`config.mk`:
```
export PLATFORM = sky130hd
export DESIGN_NAME = psum_acc_row
export DESIGN_NICKNAME = d
export VERILOG_FILES = /design/src/rtl/psum_pkg.sv /design/src/rtl/psum_acc_fifo.sv /design/src/rtl/psum_acc_row.sv
export SDC_FILE = /design/constraint.sdc
export NUM_CORES = 2
export LEC_CHECK = 0
export BUFFER_PORTS_ARGS = -buffer_cell sky130_fd_sc_hd__buf_2
export CELL_PAD_IN_SITES_DETAIL_PLACEMENT = 0
export CELL_PAD_IN_SITES_GLOBAL_PLACEMENT = 1
export CORE_AREA = 2 2 397 399
export CTS_BUF_LIST = sky130_fd_sc_hd__clkbuf_4 sky130_fd_sc_hd__clkbuf_8 sky130_fd_sc_hd__clkbuf_16
export DETAILED_ROUTE_END_ITERATION = 10
export DIE_AREA = 0 0 399 401
export GPL_ROUTABILITY_DRIVEN = 0
export PLACE_DENSITY_LB_ADDON = 0.25
export SYNTH_ARGS = -nofsm -noshare
export SYNTH_HDL_FRONTEND = slang
export SYNTH_SLANG_ARGS = --single-unit
```
`constraint.sdc`:
```
create_clock -name clk -period 23.3 [get_ports clk]
set_input_delay 4.66 -clock clk [delete_from_list [all_inputs] [get_ports clk]]
set_output_delay 4.66 -clock clk [all_outputs]
set_load 0.02 [all_outputs]
```
`src/rtl/psum_pkg.sv`:
```
// Shared types and helpers for the channel-pass psum accumulator.
// Holds the FSM state enum, default datapath widths and the psum sign-extension helper.
package psum_pkg;

    typedef enum logic [1:0] {
        IDLE  = 2'd0,
        ACC   = 2'd1,
        DRAIN = 2'd2
    } psum_acc_state_t;

    localparam int PSUM_DWIDTH = 25;
    localparam int PSUM_AWIDTH = 32;

    function automatic logic [PSUM_AWIDTH-1:0] sext_psum(input logic [PSUM_DWIDTH-1:0] d);
        return {{(PSUM_AWIDTH-PSUM_DWIDTH){d[PSUM_DWIDTH-1]}}, d};
    endfunction

endpackage

```
`src/rtl/psum_acc_fifo.sv`:
```
// Synchronous first-word-fall-through FIFO with a registered head (data + valid).
// A push while full is accepted only when a pop happens in the same cycle.
module psum_acc_fifo #(
    parameter int WIDTH = 32,
    parameter int DEPTH = 8
) (
    input  logic                       clk,
    input  logic                       rst,
    input  logic                       i_push,
    input  logic [WIDTH-1:0]           i_wdata,
    input  logic                       i_pop,
    output logic [WIDTH-1:0]           o_rdata,
    output logic                       o_valid,
    output logic [$clog2(DEPTH):0]     o_count,
    output logic                       o_full,
    output logic                       o_empty
);
    localparam int PW = $clog2(DEPTH);
    localparam int CW = PW + 1;

    logic [WIDTH-1:0] r_mem [DEPTH];
    logic [PW-1:0]    r_wr_ptr;
    logic [PW-1:0]    r_rd_ptr;
    logic [CW-1:0]    r_count;
    logic [WIDTH-1:0] r_rdata;
    logic             r_valid;

    logic             w_pop;
    logic             w_push_ok;
    logic [CW-1:0]    w_count_nxt;
    logic [PW-1:0]    w_rd_ptr_inc;
    logic [WIDTH-1:0] w_head_nxt;

    assign w_pop        = i_pop && (r_count != '0);
    assign w_push_ok    = i_push && ((r_count != CW'(DEPTH)) || w_pop);
    assign w_count_nxt  = r_count + CW'(w_push_ok) - CW'(w_pop);
    assign w_rd_ptr_inc = r_rd_ptr + PW'(1);

    // Head register is loaded with whatever will sit at the read pointer after this cycle.
    always_comb begin
        w_head_nxt = r_rdata;
        if (w_pop) begin
            if (r_count > CW'(1)) begin
                w_head_nxt = r_mem[w_rd_ptr_inc];
            end else if (w_push_ok) begin
                w_head_nxt = i_wdata;
            end
        end else if ((r_count == '0) && w_push_ok) begin
            w_head_nxt = i_wdata;
        end
    end

    always_ff @(posedge clk) begin
        if (rst) begin
            r_wr_ptr <= '0;
            r_rd_ptr <= '0;
            r_count  <= '0;
            r_rdata  <= '0;
            r_valid  <= 1'b0;
        end else begin
            if (w_push_ok) r_wr_ptr <= r_wr_ptr + PW'(1);
            if (w_pop)     r_rd_ptr <= w_rd_ptr_inc;
            r_count <= w_count_nxt;
            r_rdata <= w_head_nxt;
            r_valid <= (w_count_nxt != '0);
        end
    end

    always_ff @(posedge clk) begin
        if (w_push_ok) r_mem[r_wr_ptr] <= i_wdata;
    end

    assign o_rdata = r_rdata;
    assign o_valid = r_valid;
    assign o_count = r_count;
    assign o_full  = (r_count == CW'(DEPTH));
    assign o_empty = (r_count == '0);

endmodule

```
`src/rtl/psum_acc_row.sv`:
```
// Channel-pass psum accumulator: sums cfg_npass passes per position, emits sums via an FWFT FIFO.
// Optional macro PSUM_ACC_RELU_EN clamps pushed sums at zero; the row buffer stays signed.
module psum_acc_row
    import psum_pkg::*;
#(
    parameter int DWIDTH      = PSUM_DWIDTH,
    parameter int AWIDTH      = PSUM_AWIDTH,
    parameter int DEPTH       = 64,
    parameter int NPW         = 8,
    parameter int FDEPTH      = 8,
    parameter int STALL_SLACK = 3
) (
    input  logic              clk,
    input  logic              rst,
    input  logic              start,
    input  logic [NPW-1:0]    cfg_npass,
    input  logic              in_valid,
    input  logic [DWIDTH-1:0] in_data,
    output logic              stall,
    output logic              out_valid,
    input  logic              out_ready,
    output logic [AWIDTH-1:0] out_data,
    output logic              busy,
    output logic              done,
    output logic              err_ovf,
    output psum_acc_state_t   o_dbg_state
);
    localparam int PW = (DEPTH > 1) ? $clog2(DEPTH) : 1;
    localparam int CW = $clog2(FDEPTH) + 1;

    psum_acc_state_t   r_state;
    psum_acc_state_t   w_state_nxt;
    logic [AWIDTH-1:0] r_buf [DEPTH];
    logic [PW-1:0]     r_pos;
    logic [NPW-1:0]    r_pass;
    logic [NPW-1:0]    r_npass;
    logic              r_err_ovf;
    logic              r_stall;

    logic              w_beat;
    logic              w_first_pass;
    logic              w_last_pass;
    logic              w_pos_wrap;
    logic [AWIDTH-1:0] w_x;
    logic [AWIDTH-1:0] w_sum;
    logic [AWIDTH-1:0] w_push_data;
    logic              w_push;
    logic              w_pop;
    logic              w_push_ok;
    logic              w_full;
    logic              w_empty;
    logic [CW-1:0]     w_count;
    logic [CW-1:0]     w_count_nxt;
    logic              w_done;

    assign w_beat       = in_valid && (r_state == ACC);
    assign w_first_pass = (r_pass == '0);
    assign w_last_pass  = (r_pass == (r_npass - NPW'(1)));
    assign w_pos_wrap   = (r_pos == PW'(DEPTH - 1));
    assign w_x          = AWIDTH'(sext_psum(PSUM_DWIDTH'(in_data)));
    assign w_sum        = w_first_pass ? w_x : (r_buf[r_pos] + w_x);
    assign w_push       = w_beat && w_last_pass;
    assign w_pop        = out_valid && out_ready;
    assign w_push_ok    = w_push && (!w_full || w_pop);
    assign w_count_nxt  = w_count + CW'(w_push_ok) - CW'(w_pop);

`ifdef PSUM_ACC_RELU_EN
    assign w_push_data = w_sum[AWIDTH-1] ? '0 : w_sum;
`else
    assign w_push_data = w_sum;
`endif

    always_ff @(posedge clk) begin
        if (rst) r_state <= IDLE;
        else     r_state <= w_state_nxt;
    end

    always_comb begin
        w_state_nxt = r_state;
        w_done      = 1'b0;
        case (r_state)
            IDLE:  if (start) w_state_nxt = ACC;
            ACC:   if (w_push && w_pos_wrap) w_state_nxt = DRAIN;
            DRAIN: if (w_empty) begin
                w_done      = 1'b1;
                w_state_nxt = IDLE;
            end
            default: w_state_nxt = IDLE;
        endcase
    end

    // start is only honoured from IDLE, so a stray pulse mid-tile cannot reload the pass count.
    always_ff @(posedge clk) begin
        if (rst) begin
            r_pos     <= '0;
            r_pass    <= '0;
            r_npass   <= NPW'(1);
            r_err_ovf <= 1'b0;
            r_stall   <= 1'b0;
        end else begin
            r_stall <= (w_count_nxt >= CW'(FDEPTH - STALL_SLACK));
            if ((r_state == IDLE) && start) begin
                r_pos     <= '0;
                r_pass    <= '0;
                r_npass   <= (cfg_npass == '0) ? NPW'(1) : cfg_npass;
                r_err_ovf <= 1'b0;
            end else begin
                if (w_beat) begin
                    if (w_pos_wrap) begin
                        r_pos  <= '0;
                        r_pass <= r_pass + NPW'(1);
                    end else begin
                        r_pos <= r_pos + PW'(1);
                    end
                end
                if (w_push && !w_push_ok) r_err_ovf <= 1'b1;
            end
        end
    end

    always_ff @(posedge clk) begin
        if (w_beat && !w_last_pass) r_buf[r_pos] <= w_sum;
    end

    psum_acc_fifo #(
        .WIDTH (AWIDTH),
        .DEPTH (FDEPTH)
    ) u_fifo (
        .clk     (clk),
        .rst     (rst),
        .i_push  (w_push),
        .i_wdata (w_push_data),
        .i_pop   (w_pop),
        .o_rdata (out_data),
        .o_valid (out_valid),
        .o_count (w_count),
        .o_full  (w_full),
        .o_empty (w_empty)
    );

    assign stall       = r_stall;
    assign busy        = (r_state != IDLE);
    assign done        = w_done;
    assign err_ovf     = r_err_ovf;
    assign o_dbg_state = r_state;

endmodule
```
---- Word-level counts from Yosys, hierarchy flattened ----
Memory sizes are Yosys's and may differ from the RTL's. A register that Yosys moved wholly into a read port is not among the register bits.
Cells that the tools add are included.
cells by class
  equality and inequality tests ........... 10
  reductions and logical operators ........ 28
  magnitude comparators ................... 2
  multiplexer cells ....................... 19
  $add $sub $neg .......................... 10
operators with widths
  operator                                                                          number
  32-bit 2-to-1 mux                                                                 5
  32-bit adder                                                                      1
  6-bit 2-to-1 mux                                                                  3
  8-bit logical NOT                                                                 2
  1-bit logical AND                                                                 11
  4-bit by 1-bit adder with 4-bit output                                            2
  8-bit by 1-bit adder with 8-bit output (second input constant)                    1
  8-bit equality test                                                               1
  8-bit 2-to-1 mux                                                                  1
  4-bit nonzero test                                                                2
  4-bit by 1-bit subtractor with 4-bit output                                       2
  8-bit by 1-bit subtractor with 8-bit output (second input constant)               1
  3-bit by 1-bit adder with 3-bit output (second input constant)                    2
  6-bit by 1-bit adder with 6-bit output (second input constant)                    1
  6-bit equality test (second input constant)                                       1
  1-bit 2-to-1 mux                                                                  6
  2-bit 2-to-1 mux                                                                  3
  2-bit one-hot mux with 3 select lines                                             1
  4-bit equality test (second input constant)                                       1
  4-bit by 3-bit >= comparator with 1-bit output (second input constant)            1
  4-bit by 1-bit greater-than comparator with 1-bit output (second input constant)  1
  4-bit logical NOT                                                                 1
  2-bit by 1-bit inequality test with 1-bit output (second input constant)          2
  4-bit inequality test (second input constant)                                     1
  11 further kinds                                                                  16
storage, ports and cells
  memories kept ........................... 2
  bits of input ports ..................... 38
  register bits ........................... 69
  memory bits (writable) .................. 2,304
memories
  name          depth  width  rd ports  clocked after memory_dff  write ports  RTL line             text
  r_buf         64     32     1         1                         1            psum_acc_row.sv:33   logic [AWIDTH-1:0] r_buf [DEPTH];
  u_fifo.r_mem  8      32     1         0                         1            psum_acc_fifo.sv:21  logic [WIDTH-1:0] r_mem [DEPTH];

---- Logic depth before layout (Yosys ltp) ----
  word-level depth ........................ 7
  gate-level depth with buffers ........... 21

---- Modules after synthesis ----
Synthesis repeated with hierarchy kept, for this count alone.
unflattened totals
  cells, all modules ...................... 4,180
  area total of the unflattened synthesis .. 92,982.9 µm²
modules (own cells, without submodules)
  module         cells each  times used  area each (µm²)
  psum_acc_row   3,477       1           81,274.2
  psum_acc_fifo  703         1           11,708.7

---- Worst setup path before layout ----
OpenSTA, ideal clock, no wires.
  path type ............................... input -> register
  from .................................... input in_data[0]
  to ...................................... memory r_buf[0][16] (netlist bit) (data pin)
  library setup time ...................... 792 ps
  data arrival time ....................... 9,405 ps
  path buffers ............................ 0
  cell stages on the path ................. 11
  setup slack ............................. 13,102 ps
  data required time ...................... 22,508 ps
  path through ............................ ha_1 inv_1 fa_1 nor2b_1 o21a_1 o21ai_1 a211oi_1 o211ai_1 a31oi_1 nor3_1 o31ai_1
between the ends
  cells in the longest elaborated chain, start to end .. 2
ends and longest elaborated chain
  what                    RTL line             text
  start: declaration      psum_acc_row.sv:18   input logic [DWIDTH-1:0] in_data,
  32-bit adder            psum_acc_row.sv:61   assign w_sum = w_first_pass ? w_x : (r_buf[r_pos] + w_x);
  32-bit 2-to-1 mux       psum_acc_row.sv:61
  via u_fifo.i_wdata[16]  psum_acc_fifo.sv:10  input logic [WIDTH-1:0] i_wdata,
  end: declaration        psum_acc_row.sv:33
The timed path passes the listed nets, and every way through them passes these cells.

==> impl_metrics.tcl <==
set metrics [dict create \
    postCtsSetupBuffers 0 \
    fmax_mhz 104 \
    cts.sinks 2379 \
    finalSetupTns_ns 0 \
    grt_pass1_vias 44845 \
    critPathCapture "r_buf[36][30]" \
    drive_gt1_share_pct 31.5 \
    rows 145 \
    initial_utilization_pct 59.7 \
    switchingPower_w 0.00191 \
    die_height_um 401 \
    viasPerCell 6.91 \
    grt_max_degree 104 \
    post_cts_resized 0 \
    antenna_found_initial 10 \
    cts_buffers 223 \
    multiInputGateArea_um2 22100 \
    totalPowerFinal_w 0.00889 \
    area_growth_syn_to_layout_pct 12.1 \
    cts_root_buffer "clkbuf_16" \
    tightestPinTransition_ns 1.28 \
    io_pins 77 \
    synthArstFlopShare_pct 0 \
    dr.pass1.iters 6 \
    clk_pin_slew_ns 0.07 \
    vdd_drop_max_uv 71.8 \
    drtIter0Drc 6490 \
    final_nets 4455 \
    die_w_um 399 \
    max_slew_margin_pct 14.5 \
    finalCritPeriodShare_pct 41.4 \
    crit_path_max_fanout 103 \
    ant_nets 0 \
    worstPathRequired_ns 23.76 \
    setup_viol 0 \
    clkLatencyLatePin_ns 0.86 \
    via_count 45675 \
    p_seq_share_pct 53.4 \
    fp.dieArea_um2 160000 \
    netlist_instances 4144 \
    p_int_w 0.00698 \
    yosys_most_used_dff "edfxtp_1" \
    synth_seq_area_share_pct 76.1 \
    yosysUniqueCellTypes 72 \
    p_clk_share_pct 40.2 \
    seq_area_um2 70700 \
    power_density_nw_per_um2 85.3 \
    netlist_area_um2 92900 \
    synth_nets 4231 \
    gr-total-overflow 0 \
    hold_path_class "reg2reg" \
    wirelength_um 233000 \
    coreArea_um2 156000 \
    rsz0062_at_grt "false" \
    port_buffers 76 \
    rr_worst_depth 18 \
    clockBufferDepth 3 \
    critPathArrivalTime_ns 10.10 \
    fillers 9606 \
    post-route-min-period_ns 9.65 \
    p_leak_nw 31.7 \
    grt_util_all_layers_pct 29.5 \
    clock_skew_ns 0.0235 \
    drc 0 \
    crit_path_end_kind "flop" \
    drv_slew 0 \
    status "finished clean" \
    cap_violations 0 \
    htreeDepth 4 \
    reg2reg_slack_ns 13.65 \
    synth-seq-cells 2379 \
    start_kind "flop" \
    worstReg2RegEnd "r_buf[36][30]" \
    grt_pass1_wl_um 330000 \
    post-dp-hpwl_um 119000 \
    hold_violations 0 \
    hold_buffers 0 \
    ys_warn_count 0 \
    switching_share_pct 21.5 \
    post_drt_wl_per_cell_um 35.2 \
    worstHoldStart "u_fifo.o_rdata[6]" \
    combPwrFrac_pct 6.3 \
    synth_area_per_cell_um2 22.4 \
    synth_edf_count 2304 \
    critical_path_class "reg2reg" \
    cts_tree "built" \
]
logic make-up after synthesis:
group / count (synthesis) / share of synthesized area (%)
mux: 754 / 17.8
buf+inv: 241 / 1.09
xor+xnor: 43 / 0.405
fa+ha+maj: 49 / 0.684
compound gates: 249 / 1.81
flops: 2379 / 76.1
simple gates: 429 / 2.08
cells in the mapped netlist (all sizes together) (4+ instances only):
cell / count / area [um2]
nand2b: 7 / 43.8
dfxtp: 75 / 1500
nand3b: 5 / 37.5
a21oi: 65 / 325
o211ai: 26 / 195
mux2: 11 / 124
nor2b: 10 / 62.6
nor2: 139 / 527
nand4: 14 / 93.8
edfxtp: 2304 / 69200
mux4: 721 / 16200
nand2: 158 / 593
a221oi: 4 / 35.0
a311oi: 6 / 65.1
a22o: 10 / 87.6
mux2i: 22 / 220
a31oi: 14 / 87.6
o21ai: 48 / 244
and3: 14 / 87.6
nor3: 18 / 90.1
o31ai: 11 / 82.6
buf: 81 / 412
ha: 46 / 576
or3: 5 / 31.3
and2: 7 / 43.8
a21o: 18 / 135
inv: 28 / 105
nor4: 4 / 25.0
clkbuf: 132 / 495
nand3: 32 / 160
o21a: 8 / 60.1
xor2: 24 / 210
xnor2: 19 / 166
cells in the final DEF (no fill, tap or decap), types with 8 or more instances in the layout:
master / count
a21o_1: 18
a21oi_1: 57
a21oi_4: 8
a22o_1: 10
a31oi_1: 14
and3_1: 14
buf_2: 76
buf_4: 130
bufinv_16: 18
clkbuf_16: 225
clkbuf_4: 55
clkinv_1: 47
clkinv_2: 41
dfxtp_1: 68
edfxtp_1: 2304
ha_1: 45
inv_1: 27
inv_6: 10
mux2_2: 11
mux2i_1: 22
mux4_2: 721
nand2_1: 154
nand3_1: 31
nand4_1: 13
nor2_1: 67
nor2_4: 71
nor2b_1: 10
nor3_1: 16
o211ai_1: 26
o21a_1: 8
o21ai_0: 37
xnor2_1: 18
xor2_1: 22
critical path: stages, from the launching register on:
cell	delay, ns
dfxtp_4	0.97
buf_12	0.49
buf_4	0.78
buf_4	0.57
buf_4	0.70
buf_4	0.62
mux4_2	0.41
mux4_2	0.48
mux4_2	0.53
ha_1	0.25
a21o_1	0.19
a21oi_1	0.19
nor2_1	0.06
nor2_1	0.20
or4b_1	0.57
a311oi_1	0.46
o31ai_1	0.14
xor2_1	0.22
a21bo_2	1.02
worst min-delay path by stage:
| stage | to | slack [ns] | cells after the start |
|---|---|---|---|
| final | u_fifo.o_rdata[6] | 0.45 | 2 |
| after global routing | u_fifo.o_rdata[8] | 0.47 | 2 |
| after CTS | u_fifo.o_rdata[2] | 0.45 | 2 |
| after detailed placement | u_fifo.o_rdata[2] | 0.44 | 2 |
| after global placement | u_fifo.o_rdata[2] | 0.44 | 2 |
| after floorplan | u_fifo.r_rd_ptr[1] | 0.46 | 2 |
stage by stage:
step	hold WS (ns)	utilization (%)	instances	area, um2	setup slack [ns]
after floorplan	0.465	-	4144	92900	13.10
after global placement	0.436	62.3	6201	96900	13.90
after detailed placement	0.441	62.3	6201	96900	13.77
after CTS	0.449	66.9	6612	104000	13.72
after global routing	0.472	66.9	6612	104000	13.29
final	0.446	66.9	6614	104000	13.65
routing by layer:
metal	global-route usage, %	part of all wire, %
met3	6.38	11
met4	7.95	2.6
met1	43.0	38
met2	46.2	49
met5	0	0.012
state kept, by name, indices dropped and copies added (netlist names), named ones only:
name	flops
r_npass	8
u_fifo.r_rd_ptr	3
u_fifo.o_valid	1
u_fifo.r_wr_ptr	3
r_pass	8
stall	1
u_fifo.o_rdata	32
o_dbg_state	2
u_fifo.r_mem	256
r_pos	6
err_ovf	1
u_fifo.o_count	4
r_buf	2048
power groups by stage:
stage / combinational, W / sequential [W] / clock [W]
2_1_floorplan: 0.000393 / 0.00484 / 0
3_3_place_gp: 0.000554 / 0.00484 / 0
3_5_place_dp: 0.000562 / 0.00484 / 0
4_1_cts: 0.000565 / 0.00475 / 0.00362
5_1_grt: 0.000609 / 0.00475 / 0.00378
6_report: 0.000564 / 0.00475 / 0.00358
final cells by class:
| type | instances | share of cell area (%) |
|---|---|---|
| well taps | 2058 | 2.47 |
| clock inverters | 129 | 1.12 |
| inverters | 28 | 0.101 |
| clock buffers | 282 | 5.83 |
| repair buffers | 212 | 1.42 |
| multi-input cells | 1524 | 21.2 |
| diodes | 2 | 0.00480 |
| flip-flops and latches | 2379 | 67.9 |
No activity file was read; power rests on OpenSTA's default activity.
